==> src/rtl/vga_pkg.sv <==
// VGA timing package: default 640x480@60 constants and the phase enum.
// Shared by vga_axis_cnt and vga_timing_gen.
package vga_pkg;

  localparam int CNT_W = 11;

  localparam int DEF_H_ACTIVE = 640;
  localparam int DEF_H_FP     = 16;
  localparam int DEF_H_SYNC   = 96;
  localparam int DEF_H_BP     = 48;
  localparam int DEF_V_ACTIVE = 480;
  localparam int DEF_V_FP     = 10;
  localparam int DEF_V_SYNC   = 2;
  localparam int DEF_V_BP     = 33;

  localparam int H_TOTAL =
    DEF_H_ACTIVE + DEF_H_FP + DEF_H_SYNC + DEF_H_BP;
  localparam int V_TOTAL =
    DEF_V_ACTIVE + DEF_V_FP + DEF_V_SYNC + DEF_V_BP;

  typedef enum logic [1:0] {
    PH_ACTIVE,
    PH_FP,
    PH_SYNC,
    PH_BP
  } phase_t;

endpackage

==> src/rtl/vga_axis_cnt.sv <==
// One raster axis: position counter plus ACTIVE/FP/SYNC/BP phase FSM.
// Exposes the phase being entered so the top can register its decode.
module vga_axis_cnt
  import vga_pkg::*;
#(
  parameter int ACTIVE = DEF_H_ACTIVE,
  parameter int FP     = DEF_H_FP,
  parameter int SYNC   = DEF_H_SYNC,
  parameter int BP     = DEF_H_BP,
  parameter int W      = CNT_W
) (
  input  logic         clk,
  input  logic         rst,
  input  logic         i_inc,
  output logic [W-1:0] o_count,
  output phase_t       o_phase_nxt,
  output logic         o_wrap
);

  localparam int TOTAL = ACTIVE + FP + SYNC + BP;
  localparam logic [W-1:0] C_LAST = W'(TOTAL - 1);
  localparam logic [W-1:0] C_FP   = W'(ACTIVE);
  localparam logic [W-1:0] C_SYNC = W'(ACTIVE + FP);
  localparam logic [W-1:0] C_BP   = W'(ACTIVE + FP + SYNC);

  logic [W-1:0] r_count;
  logic [W-1:0] w_count_nxt;
  phase_t       r_phase;
  phase_t       w_phase_nxt;
  logic         w_wrap;

  // Reset parks at the last position so the first step lands on 0.
  always_ff @(posedge clk or posedge rst) begin
    if (rst) begin
      r_count <= C_LAST;
      r_phase <= PH_BP;
    end else begin
      r_count <= w_count_nxt;
      r_phase <= w_phase_nxt;
    end
  end

  // Next count and phase; phase boundaries are tested on the new count.
  always_comb begin
    w_count_nxt = r_count;
    w_phase_nxt = r_phase;
    w_wrap      = 1'b0;
    if (i_inc) begin
      w_wrap      = (r_count == C_LAST);
      w_count_nxt = w_wrap ? '0 : r_count + 1'b1;
      unique case (r_phase)
        PH_ACTIVE: if (w_count_nxt == C_FP)   w_phase_nxt = PH_FP;
        PH_FP:     if (w_count_nxt == C_SYNC) w_phase_nxt = PH_SYNC;
        PH_SYNC:   if (w_count_nxt == C_BP)   w_phase_nxt = PH_BP;
        PH_BP:     if (w_wrap)                w_phase_nxt = PH_ACTIVE;
        default:   w_phase_nxt = PH_BP;
      endcase
    end
  end

  assign o_count     = r_count;
  assign o_phase_nxt = w_phase_nxt;
  assign o_wrap      = w_wrap;

endmodule

==> src/rtl/vga_timing_gen.sv <==
// VGA raster timing generator: coordinates, syncs, de, frame_start.
// Optional 16-bit frame counter output under VGA_FRAME_CNT_EN.
module vga_timing_gen #(
  parameter int   H_ACTIVE = 640,
  parameter int   H_FP     = 16,
  parameter int   H_SYNC   = 96,
  parameter int   H_BP     = 48,
  parameter int   V_ACTIVE = 480,
  parameter int   V_FP     = 10,
  parameter int   V_SYNC   = 2,
  parameter int   V_BP     = 33,
  parameter logic HS_POL   = 1'b0,
  parameter logic VS_POL   = 1'b0,
  parameter int   CNT_W    = vga_pkg::CNT_W
) (
  input  logic             clk,
  input  logic             rst,
  input  logic             pix_en,
  output logic [CNT_W-1:0] pixel_x,
  output logic [CNT_W-1:0] pixel_y,
  output logic             de,
  output logic             hsync,
  output logic             vsync,
  output logic             frame_start
`ifdef VGA_FRAME_CNT_EN
  ,
  output logic [15:0]      frame_cnt
`endif
);

  import vga_pkg::*;

  logic   w_h_wrap;
  logic   w_v_wrap;
  logic   w_v_inc;
  phase_t w_h_ph;
  phase_t w_v_ph;
  logic   r_de;
  logic   r_hs;
  logic   r_vs;
  logic   r_fs;

  assign w_v_inc = pix_en & w_h_wrap;

  vga_axis_cnt #(
    .ACTIVE (H_ACTIVE),
    .FP     (H_FP),
    .SYNC   (H_SYNC),
    .BP     (H_BP),
    .W      (CNT_W)
  ) u_h (
    .clk         (clk),
    .rst         (rst),
    .i_inc       (pix_en),
    .o_count     (pixel_x),
    .o_phase_nxt (w_h_ph),
    .o_wrap      (w_h_wrap)
  );

  vga_axis_cnt #(
    .ACTIVE (V_ACTIVE),
    .FP     (V_FP),
    .SYNC   (V_SYNC),
    .BP     (V_BP),
    .W      (CNT_W)
  ) u_v (
    .clk         (clk),
    .rst         (rst),
    .i_inc       (w_v_inc),
    .o_count     (pixel_y),
    .o_phase_nxt (w_v_ph),
    .o_wrap      (w_v_wrap)
  );

  // Register decode of the entered phases so outputs align with counters.
  always_ff @(posedge clk or posedge rst) begin
    if (rst) begin
      r_de <= 1'b0;
      r_hs <= ~HS_POL;
      r_vs <= ~VS_POL;
      r_fs <= 1'b0;
    end else begin
      r_de <= (w_h_ph == PH_ACTIVE) && (w_v_ph == PH_ACTIVE);
      r_hs <= (w_h_ph == PH_SYNC) ? HS_POL : ~HS_POL;
      r_vs <= (w_v_ph == PH_SYNC) ? VS_POL : ~VS_POL;
      r_fs <= w_h_wrap & w_v_wrap;
    end
  end

  assign de          = r_de;
  assign hsync       = r_hs;
  assign vsync       = r_vs;
  assign frame_start = r_fs;

`ifdef VGA_FRAME_CNT_EN
  logic [15:0] r_frame_cnt;

  // Count frames on the same edge that raises frame_start.
  always_ff @(posedge clk or posedge rst) begin
    if (rst) begin
      r_frame_cnt <= '0;
    end else if (w_h_wrap & w_v_wrap) begin
      r_frame_cnt <= r_frame_cnt + 16'd1;
    end
  end

  assign frame_cnt = r_frame_cnt;
`endif

endmodule

==> config.mk <==
export PLATFORM = sky130hd
export DESIGN_NAME = vga_timing_gen
export DESIGN_NICKNAME = d
export VERILOG_FILES = /design/src/rtl/vga_pkg.sv /design/src/rtl/vga_axis_cnt.sv /design/src/rtl/vga_timing_gen.sv
export SDC_FILE = /design/constraint.sdc
export NUM_CORES = 1
export LEC_CHECK = 0
export ABC_CLOCK_PERIOD_IN_PS = 3550
export BUFFER_PORTS_ARGS = -buffer_cell sky130_fd_sc_hd__buf_4
export CORE_ASPECT_RATIO = 0.7
export CORE_MARGIN = 2
export CORE_UTILIZATION = 29
export DETAILED_ROUTE_END_ITERATION = 8
export GPL_ROUTABILITY_DRIVEN = 0
export SYNTH_ARGS = -nofsm -noshare
export SYNTH_HDL_FRONTEND = slang
export SYNTH_HIERARCHICAL = 1
export SYNTH_SLANG_ARGS = --single-unit
export TNS_END_PERCENT = 1
==> constraint.sdc <==
create_clock -name clk -period 3.55 [get_ports clk]
set_clock_uncertainty 0.2 [all_clocks]
set_input_delay 0.1775 -clock clk [delete_from_list [all_inputs] [get_ports clk]]
set_output_delay 0.1775 -clock clk [all_outputs]
set_load 0.005 [all_outputs]
==> results of run 1 <==
## worst max path at each step
stage / start / end / slack [ps] / cells past startpoint
2_1_floorplan: u_h/o_count[0] / de / 960 / 9
3_3_place_gp: u_h/o_count[0] / de / 780 / 8
3_5_place_dp: u_h/o_count[0] / de / 700 / 8
4_1_cts: u_h/o_count[0] / de / 670 / 8
5_1_grt: u_h/o_count[0] / de / 520 / 8
6_report: u_h/o_count[0] / de / 660 / 8
## per-layer routing
metal / wire (um) / GRT usage / vias to the layer above
li1: - / - / 774
met1: 2074 / 0.1813 / 731
met2: 1910 / 0.1822 / 41
met3: 199 / 0.03024 / 6
met4: 48 / 0.04054 / 0
met5: 0 / 0 / -
## cell usage in the layout (no fill, tap or decap), types with 3 or more instances in the layout
| master | instances |
|---|---|
| buf_4 | 30 |
| and3_1 | 4 |
| inv_1 | 7 |
| o21ai_1 | 5 |
| nand3_1 | 11 |
| a21oi_1 | 3 |
| and2_1 | 5 |
| clkbuf_8 | 5 |
| o21ai_0 | 9 |
| ha_1 | 3 |
| xnor2_1 | 14 |
| o22ai_1 | 3 |
| a31oi_1 | 5 |
| nand4_1 | 6 |
| nor2_1 | 15 |
| dfrtp_1 | 14 |
| dfstp_2 | 16 |
| nand2_1 | 24 |
| mux2_2 | 3 |
| nor3_1 | 5 |
| nand2b_1 | 3 |
## cell families (layout without fill, tap and decap cells)
group / after synthesis / after routing
simple gates: 88 / 88
compound gates: 41 / 41
flops: 30 / 30
buf+inv: 20 / 46
xor+xnor: 16 / 16
fa+ha+maj: 3 / 3
mux: 3 / 3
## metrics by stage
step | cell area (sq um) | worst slack (ps) | total power [mW] | hold WS (ps) | utilization
finish | 2225 | 664.7 | 0.9690 | 25.37 | 0.3528
floorplan | 1908 | 961.1 | 0.6428 | -257.9 | -
detailed placement | 2132 | 696.5 | 0.7181 | -106.3 | 0.3381
CTS | 2225 | 667.5 | 0.9839 | 17.70 | 0.3528
global placement | 2132 | 781.2 | 0.7122 | -113.0 | 0.3381
global route | 2225 | 523.6 | 1.044 | 41.09 | 0.3528
## repair_timing
item,CTS,global route
hold buffers,1,0
gates resized for setup,0,0
endpoints found under the hold margin,16,0
## power groups by stage
stage	clock, mW	combinational (mW)	sequential (mW)
after floorplan	0	0.188	0.454
after CTS	0.270	0.225	0.489
after global placement	0	0.222	0.491
final	0.256	0.223	0.489
after detailed placement	0	0.224	0.494
after global routing	0.288	0.251	0.505
## worst register-to-register path, cell delays in order (launching register included)
cell	delay (ps)
dfstp_2	590
ha_1	260
and3_1	320
and2_4	220
a31oi_2	110
a2111oi_4	440
a31oi_1	160
o32ai_2	360
nor4_2	100
## state kept, by name, summed over array words and instances (netlist names)
name         cells
de               1
frame_start      1
hsync            1
u_h/o_count     11
u_h/r_phase      2
u_v/o_count     11
u_v/r_phase      2
vsync            1
## layout make-up
type / count / area [sq um]
Clock buffer: 6 / 72.57
Clock inverter: 2 / 10.01
Fill cell: 649 / 4081
Inverter: 7 / 26.28
Multi-Input combinational cell: 151 / 1012
Sequential cell: 30 / 770.7
Tap cell: 78 / 97.59
Timing Repair Buffer: 31 / 235.2
==> reports/results.tsv, run 1 <==
stage	metric	value	unit
worst_hold_path	hold_class	primary input to register	
sta	slew_violations	0	
sta	slew_headroom	0.6026	
worst_setup_path	critical_path.endpoint_type	register	
floorplanning	die_w	101.0	um
worst_setup_path	path_cells	ha_1 -> and3_1 -> and2_4 -> a31oi_2 -> a2111oi_4 -> a31oi_1 -> o32ai_2 -> nor4_2	
synth	synth_largest_area_cell	dfstp_2	
job	drv_cap	0	
floorplanning	die_y	71.87	um
worst_setup_path	r2r_cells	8	
sta	max_freq	346.6	MHz
clock_tree	clkSinkCount	30	
synth	avgSynthCellArea	9.493	sq um
worst_setup_path	cp_slowest_cell	dfstp_2	
finish	syn2layout_area_growth	16.59	%
clock_tree	postCtsSetupRepairBufs	0	
synth	ys_top_cells_by_count	24 x nand2_1, 16 x dfstp_2, 15 x nor2_1	
synth	synth_top_family_by_area	simple AND/OR/NAND/NOR gates	
synth	synth_xor_area_frac	0.07344	
power	p_sw_frac	0.3190	
synth	yosysMostFrequentCell	nand2_1	
power	p_clk_frac	0.265	
worst_setup_path	worstReg2RegStart	u_h/o_count[0]	
power	irDropWorstVdd	0.0002199	V
sta	layout_min_cycle_time	2885	ps
power	cellPowerDensity	435.6	nW/um^2
worst_hold_path	worstHoldStart	pix_en	
synth	synth_nets	207	
power	pwr-share-seq	0.505	
floorplanning	dieArea	7255	sq um
sta	rsz0062_at_grt	no	
worst_setup_path	r2r_slack	660	ps
route	routedWlPerCell	13.88	um
synth	syn_inst	201	
synth	synth-adder-area-share	0.01967	
sta	tns	0	ps
synth	synthesis.area	1908	sq um
route	vias	1552	
worst_hold_path	min_to	u_h/o_count[8]	
synth	synth_area_leaders	dfstp_2 22%, dfrtp_1 18%, xnor2_1 6.4%	
worst_hold_path	min_path_cells	3	
global_route	grt_max_degree	21	
synth	seq_area_frac_synth	0.4039	
route	drt_wl_total	4232	um
synth	postSynth.asyncResetShare	1.000	
worst_setup_path	crit_path_start_kind	register	
worst_setup_path	path_class	register to register	
clock_tree	cts_buffers	5	
synth	synth_top_area_frac	0.2203	
synth	synth-edff-count	0	
synth	yosysUniqueCellTypes	53	
floorplanning	rows	24	
sta	tightestPinTransition	588.4	ps
synth	synthSimpleGateAreaFrac	0.2544	
worst_setup_path	rr_endpoint	de	
worst_setup_path	cp_max_fo	9	
route	avgViaCountPerCell	5.089	
floorplanning	io_pins	29	
finish	stdcell_count	305	
global_route	gr-total-overflow	0	
sta	hold_violations	0	
clock_tree	cts_tree	yes	
floorplanning	floorplan.core_area	6306	sq um
power	power.leakage	0.8956	nW
global_route	grt_first_pass_wirelength	7107	um
global_route	antenna_found_initial	0	
clock_tree	clk_latency	280	ps
synth	synth-compound-area-share	0.1652	
global_route	grtUsageTotal	0.1247	
floorplanning	start_util	0.3026	
power	combPwrFrac	0.230	
placement	numPortBuffers	28	
worst_setup_path	cp_data_arrival_time	2830	ps
synth	ys_ff_latch	30	
worst_setup_path	crit_buf_inv	0	
route	drcViolationCount	0	
clock_tree	clk_pin_slew	60	ps
worst_setup_path	path_delay_family	compound AO/OA/AOI/OAI gates	
finish	fin_nets	232	
power	p_switching	309.1	uW
power	internal_power	659.9	uW
run_status	status	complete, no violations	
route	dr.pass1.iters	4	
clock_tree	h-tree-depth	2	
route	drtAntennaViolNets	0	
placement	dpl.hpwl	3069	um
sta	setup_viol	0	
synth	synthMuxAreaShare	0.01770	
finish	diodes	0	
worst_setup_path	required	3490	ps
sta	finalCritPeriodShare	0.8128	
placement	post-place-cells	296	
clock_tree	cts_root_buffer	clkbuf_8	
global_route	grt_pass1_vias	1452	
synth	synth_ff_type	dfstp_2	
synth	ys.warnings.count	6	
finish	drive_gt1_frac	0.2996	
clock_tree	cts_max_path_buffers	2	
route	drtIter0Drc	85	
worst_setup_path	cp_slowest_stage_delay	590	ps
Note: power is estimated with default switching activity, not from simulation.
==> run 2, diff against run 1 <==
--- a/config.mk
+++ b/config.mk
@@ -5,7 +5,8 @@
 export SDC_FILE = /design/constraint.sdc
 export NUM_CORES = 1
 export LEC_CHECK = 0
-export ABC_CLOCK_PERIOD_IN_PS = 3550
+export ABC_AREA = 1
+export ABC_CLOCK_PERIOD_IN_PS = 2700
 export BUFFER_PORTS_ARGS = -buffer_cell sky130_fd_sc_hd__buf_4
 export CORE_ASPECT_RATIO = 0.7
 export CORE_MARGIN = 2
==> constraint.sdc (replaced) <==
create_clock -name clk -period 2.7 [get_ports clk]
set_clock_uncertainty 0.2 [all_clocks]
set_input_delay 0.135 -clock clk [delete_from_list [all_inputs] [get_ports clk]]
set_output_delay 0.135 -clock clk [all_outputs]
set_load 0.005 [all_outputs]
==> run 2 against run 1 <==
  * Area after synthesis grew 13%
  * Synthesized cell count increased by 59%
  * Sequential share of layout area decreased by 5.3 points
  * Register-to-register slack lost 430 ps
  * Sequential power is 36% higher
  * Wire length rose by 23%
  * First-iteration DRC count grew 72%
  * Non-clock buffer count grew 1
  * Final area is 18% higher
  * Largest power group unchanged
==> reports/results.tsv, run 2 <==
stage	metric	value	unit
run_status	status	complete, no violations	
route	drtAntennaViolNets	0	
synth	yosysMostFrequentCell	nand2_1	
route	dr.pass1.iters	4	
global_route	grt_first_pass_wirelength	8769	um
worst_setup_path	crit_buf_inv	3	
synth	ys_ff_latch	30	
finish	layout_commonest_cell	nand2_1	
synth	postSynth.asyncResetShare	1.000	
synth	avgSynthCellArea	6.745	sq um
sta	finalCritPeriodShare	0.9130	
finish	regArea	770.7	sq um
power	power.leakage	1.194	nW
clock_tree	cts_tree	yes	
sta	tns	0	ps
clock_tree	clk_pin_slew	70	ps
power	cellPowerDensity	609.0	nW/um^2
clock_tree	h-tree-depth	2	
global_route	gr-total-overflow	0	
synth	syn_inst	320	
worst_setup_path	path_cells	ha_2 -> nand2_4 -> nor2_4 -> nand3_4 -> nor2_1 -> nand2_1 -> inv_1 -> inv_2 -> nor3_1 -> a21oi_1 -> inv_1 -> nand2_1 -> nor2_1	
global_route	grt_pass1_vias	1844	
power	power.total	1.598	mW
floorplanning	dieArea	8160	sq um
worst_setup_path	rr_endpoint	de	
route	drtIter0Drc	146	
synth	synth_nets	326	
sta	hold_violations	0	
floorplanning	start_util	0.2975	
synth	seq_area_frac_synth	0.3571	
floorplanning	rows	26	
worst_setup_path	path_class	register to register	
finish	syn2layout_area_growth	21.57	%
worst_setup_path	cp_max_fo	10	
synth	ys_top_cells_by_count	91 x nand2_1, 39 x nor2_1, 38 x inv_1	
clock_tree	cts_root_buffer	clkbuf_8	
worst_setup_path	r2r_slack	230	ps
sta	setup_slack	234.8	ps
sta	max_freq	405.7	MHz
worst_setup_path	path_delay_family	simple AND/OR/NAND/NOR gates	
worst_setup_path	cp_slowest_stage_delay	590	ps
global_route	antenna_found_initial	0	
clock_tree	clk_latency	290	ps
placement	dpl.hpwl	3990	um
finish	final_util	0.3617	
placement	numPortBuffers	28	
sta	setup_viol	0	
power	irDropWorstVdd	0.0002210	V
route	drt_wl_total	5221	um
sta	slew_headroom	0.6345	
synth	synth_ff_type	dfstp_2	
job	drv_cap	0	
synth	synthesis.area	2158	sq um
sta	slew_violations	0	
placement	post-place-cells	443	
clock_tree	cts_max_path_buffers	2	
route	drcViolationCount	0	
route	routedWlPerCell	11.53	um
worst_hold_path	hold_class	primary input to async pin	
worst_setup_path	cp_data_arrival_time	2480	ps
synth	yosysUniqueCellTypes	32	
worst_setup_path	required	2720	ps
worst_setup_path	crit_path_start_kind	register	
synth	synth_largest_area_cell	dfstp_2	
finish	stdcell_count	453	
sta	tightestPinTransition	547.6	ps
worst_setup_path	critical_path.endpoint_type	register	
floorplanning	die_w	107.1	um
sta	whs	94.59	ps
finish	fin_nets	360	
global_route	grtUsageTotal	0.1332	
route	avgViaCountPerCell	4.475	
synth	synth_top_area_frac	0.1948	
route	vias	2027	
synth	synth-edff-count	0	
finish	fillers	770	
clock_tree	clkSinkCount	30	
worst_setup_path	worstReg2RegStart	u_h/o_count[0]	
floorplanning	floorplan.core_area	7254	sq um
worst_setup_path	r2r_cells	13	
sta	layout_min_cycle_time	2465	ps
finish	fin_area	2624	sq um
placement	place_ws	148.4	ps
sta	rsz0062_at_grt	no	
finish	diodes	0	
finish	final_cell_mix	91 x nand2_1, 39 x nor2_1, 37 x inv_1	
floorplanning	io_pins	29	
floorplanning	die_y	76.18	um
placement	placed_area	2485	sq um
synth	synth_area_leaders	dfstp_2 19%, dfrtp_1 16%, nand2_1 16%	
finish	multi_input_area	1192	sq um
worst_setup_path	cp_slowest_cell	dfstp_2	
finish	drive_gt1_frac	0.2789	
clock_tree	cts_buffers	5	
synth	ys.warnings.count	6	
global_route	grt_max_degree	20	
## run 2: cell types whose count changed in the layout (fill, tap and decap cells not counted), sizes merged, moves of 12 or more
cell,previous run,this run
o21ai,14,26
inv,7,44
nor2,15,55
nand2,24,104
xnor2,14,0
nand3,11,29
## run 2: how the worst max path moves through the flow
stage	from	end	slack [ps]	depth (start not counted)
2_1_floorplan	u_h/o_count[1]	de	310	15
3_3_place_gp	u_h/o_count[1]	de	230	13
3_5_place_dp	u_h/o_count[1]	de	150	13
4_1_cts	u_h/o_count[0]	de	140	13
5_1_grt	u_h/o_count[1]	de	30	13
6_report	u_h/o_count[0]	de	230	13
## run 2: layout make-up
type | instances | share of cell area
clock buffers | 7 | 0.03290
clock inverters | 1 | 0.01144
inverters | 47 | 0.06724
multi-input cells | 238 | 0.4545
flip-flops and latches | 30 | 0.2938
well taps | 98 | 0.04673
repair buffers | 32 | 0.09347
## run 2: power breakdown
group          switching [mW]  internal [mW]
combinational           0.255          0.193
sequential              0.121          0.545
clock                   0.183          0.301
total                   0.558           1.04
## run 2: logic make-up after synthesis
family / after synthesis / share of synthesized area
AND/OR/NAND/NOR: 198 / 0.4388
flip-flops: 30 / 0.3571
adder cells (fa/ha/maj): 3 / 0.01739
XOR/XNOR: 1 / 0.004059
buffers and inverters: 52 / 0.09159
AO/OA/AOI/OAI: 36 / 0.09102
## run 2: worst reg2reg max path, cell delays in order (launching register included)
cell and delay [ps]:
dfstp_2 590, ha_2 250, nand2_4 110, nor2_4 110, nand3_4 140, nor2_1 150
nand2_1 60, inv_1 190, inv_2 130, nor3_1 200, a21oi_1 90, inv_1 60
nand2_1 40, nor2_1 80
## run 2: what timing repair did
| item | in CTS | in global routing |
|---|---|---|
| hold buffers | 2 | 0 |
| endpoints found under the hold margin | 20 | 0 |
| setup buffers | 0 | 0 |
| resized for setup | 0 | 2 |
| setup endpoints to repair | 0 | 1 |
## run 2: routing by layer
| layer | share of wire | track usage | routed length (um) | up-vias |
|---|---|---|---|---|
| met2 | 0.39 | 0.1867 | 2053 | 36 |
| met5 | 0 | 0 | 0 | - |
| met4 | 0.013 | 0.04286 | 68 | 0 |
| met1 | 0.56 | 0.2041 | 2920 | 914 |
| li1 | - | - | - | 1070 |
| met3 | 0.034 | 0.02310 | 179 | 7 |
==> run 3, diff against run 2 <==
--- a/config.mk
+++ b/config.mk
@@ -7,11 +7,11 @@
 export LEC_CHECK = 0
 export ABC_AREA = 1
 export ABC_CLOCK_PERIOD_IN_PS = 2700
-export BUFFER_PORTS_ARGS = -buffer_cell sky130_fd_sc_hd__buf_4
 export CORE_ASPECT_RATIO = 0.7
 export CORE_MARGIN = 2
 export CORE_UTILIZATION = 29
 export DETAILED_ROUTE_END_ITERATION = 8
+export DONT_BUFFER_PORTS = 1
 export GPL_ROUTABILITY_DRIVEN = 0
 export SYNTH_ARGS = -nofsm -noshare
 export SYNTH_HDL_FRONTEND = slang
==> run 3 against run 2 <==
  * Global-route usage increased by 0.86 points
  * Non-clock buffer count is 28 lower
  * Via count shrank 1.6%
  * Sequential power up 3.5%
  * Power down 11%
  * Fmax rose by 1.8%
  * Core utilization is 3.1 points lower
  * Hold slack got worse by 86 ps
  * Cell count down 6.2%
  * Sequential cell count did not move
  * Wire length is 2.3% higher
  * Clock power down 20%
==> reports/results.tsv, run 3 (synthesis gave the netlist of run 2 again) <==
stage	metric	value	unit
worst_setup_path	worstReg2RegStart	u_h/o_count[1]	
global_route	grt_first_pass_wirelength	9204	um
worst_setup_path	required	2720	ps
power	p_clk_frac	0.273	
worst_hold_path	hold_class	primary input to async pin	
clock_tree	cts_buffers	5	
floorplanning	floorplan.core_area	7254	sq um
power	pwr-share-seq	0.484	
clock_tree	h-tree-depth	2	
worst_setup_path	cp_max_fo	10	
route	avgViaCountPerCell	4.694	
route	drtIter0Drc	165	
global_route	use_met3	0.04106	
global_route	grt_pass1_vias	1864	
sta	slew_headroom	0.6237	
worst_setup_path	critical_path.endpoint_type	register	
global_route	grt_busiest_layer	met1	
worst_setup_path	critPathCapture	de	
worst_setup_path	rr_endpoint	de	
worst_setup_path	cp_data_arrival_time	2440	ps
route	drtAntennaViolNets	0	
power	cellPowerDensity	593.3	nW/um^2
finish	fin_nets	332	
route	drt_wl_total	5342	um
finish	diodes	0	
finish	final_cell_mix	91 x nand2_1, 39 x nor2_1, 37 x inv_1	
finish	fillers	785	
run_status	status	complete, no violations	
power	power.leakage	1.042	nW
sta	setup_slack	278.6	ps
power	p_switching	548.6	uW
sta	finalCritPeriodShare	0.8968	
floorplanning	rows	26	
sta	rsz0062_at_grt	no	
sta	tightestPinTransition	563.8	ps
global_route	grtUsageTotal	0.1419	
clock_tree	cts_max_path_buffers	2	
power	power.total	1.422	mW
worst_setup_path	cp-startpoint	u_h/o_count[1]	
sta	tns	0	ps
global_route	gr-total-overflow	0	
floorplanning	die_y	76.18	um
power	irDropWorstVdd	0.0002723	V
clock_tree	clk_latency	290	ps
clock_tree	postCtsSetupRepairBufs	0	
worst_setup_path	r2r_cells	13	
finish	layout_commonest_cell	nand2_1	
placement	dpl.hpwl	4045	um
placement	place_ws	231.5	ps
power	p_sw_frac	0.3857	
finish	fin_area	2397	sq um
clock_tree	cts_tree	yes	
sta	setup_viol	0	
sta	max_freq	413.0	MHz
sta	slew_violations	0	
placement	placed_area	2275	sq um
global_route	met2_usage	0.1899	
route	vias	1995	
route	routedWlPerCell	12.57	um
clock_tree	cts_root_buffer	clkbuf_8	
worst_setup_path	path_class	register to register	
clock_tree	clk_pin_slew	70	ps
floorplanning	die_w	107.1	um
placement	numPortBuffers	0	
global_route	met1_usage	0.2111	
finish	final_util	0.3305	
worst_setup_path	r2r_slack	280	ps
route	dr.pass1.iters	5	
route	drcViolationCount	0	
sta	hold_violations	0	
sta	layout_min_cycle_time	2421	ps
job	drv_cap	0	
floorplanning	dieArea	8160	sq um
power	combPwrFrac	0.243	
finish	drive_gt1_frac	0.2232	
floorplanning	io_pins	29	
global_route	antenna_found_initial	0	
finish	syn2layout_area_growth	11.07	%
worst_setup_path	crit_path_start_kind	register	
clock_tree	clkSinkCount	30	
floorplanning	start_util	0.2975	
global_route	grt_max_degree	20	
power	internal_power	873.6	uW
## run 3: worst min-delay path by stage
stage | cells past startpoint | from | to
finish | 2 | rst | frame_start
global route | 2 | rst | frame_start
CTS | 2 | rst | frame_start
detailed placement | 1 | rst | frame_start
global placement | 1 | rst | frame_start
floorplan | 1 | rst | de
## run 3: area by class of cell
| cell class | count | area [sq um] | area share |
|---|---|---|---|
| Clock buffer | 6 | 82.58 | 0.03445 |
| Tap cell | 98 | 122.6 | 0.05115 |
| Timing Repair Buffer | 4 | 35.03 | 0.01461 |
| Clock inverter | 2 | 12.51 | 0.005219 |
| Inverter | 47 | 176.4 | 0.07359 |
| Multi-Input combinational cell | 238 | 1197 | 0.4995 |
| Sequential cell | 30 | 770.7 | 0.3215 |
## run 3: routing by layer
metal | part of all wire | vias up | wire length, um
met5 | 0 | - | 0
li1 | - | 1015 | -
met3 | 0.061 | 9 | 324
met2 | 0.39 | 52 | 2070
met4 | 0.018 | 0 | 97
met1 | 0.53 | 919 | 2849
## run 3: metrics by stage
step	hold WS, ps	std cells
after floorplan	-300.4	320
after CTS	8.832	425
final	9.047	425
after detailed placement	-289.1	415
after global placement	-284.5	415
after global routing	15.69	425
## run 3: critical path, cell delays in order (launching register included)
cell	delay, ps
dfstp_2	610
ha_2	260
nand2_4	110
nor2_4	120
nand3_4	140
nor2_1	150
nand2_1	70
inv_1	110
inv_2	100
nor3_2	210
a21oi_1	90
inv_1	60
nand2_1	40
nor2_1	80
## run 3: timing repair
action | in CTS | in global routing
endpoints found under the setup margin | 0 | 1
resized for setup | 0 | 3
hold buffers | 2 | 0
hold endpoints to repair | 37 | 0
## run 3: power by group through the flow
stage          Sequential [mW]  Clock (mW)  Combinational, mW
2_1_floorplan            0.645           0              0.290
3_3_place_gp             0.696           0              0.337
3_5_place_dp             0.696           0              0.339
4_1_cts                  0.690       0.400              0.345
5_1_grt                  0.703       0.420              0.402
6_report                 0.689       0.388              0.346
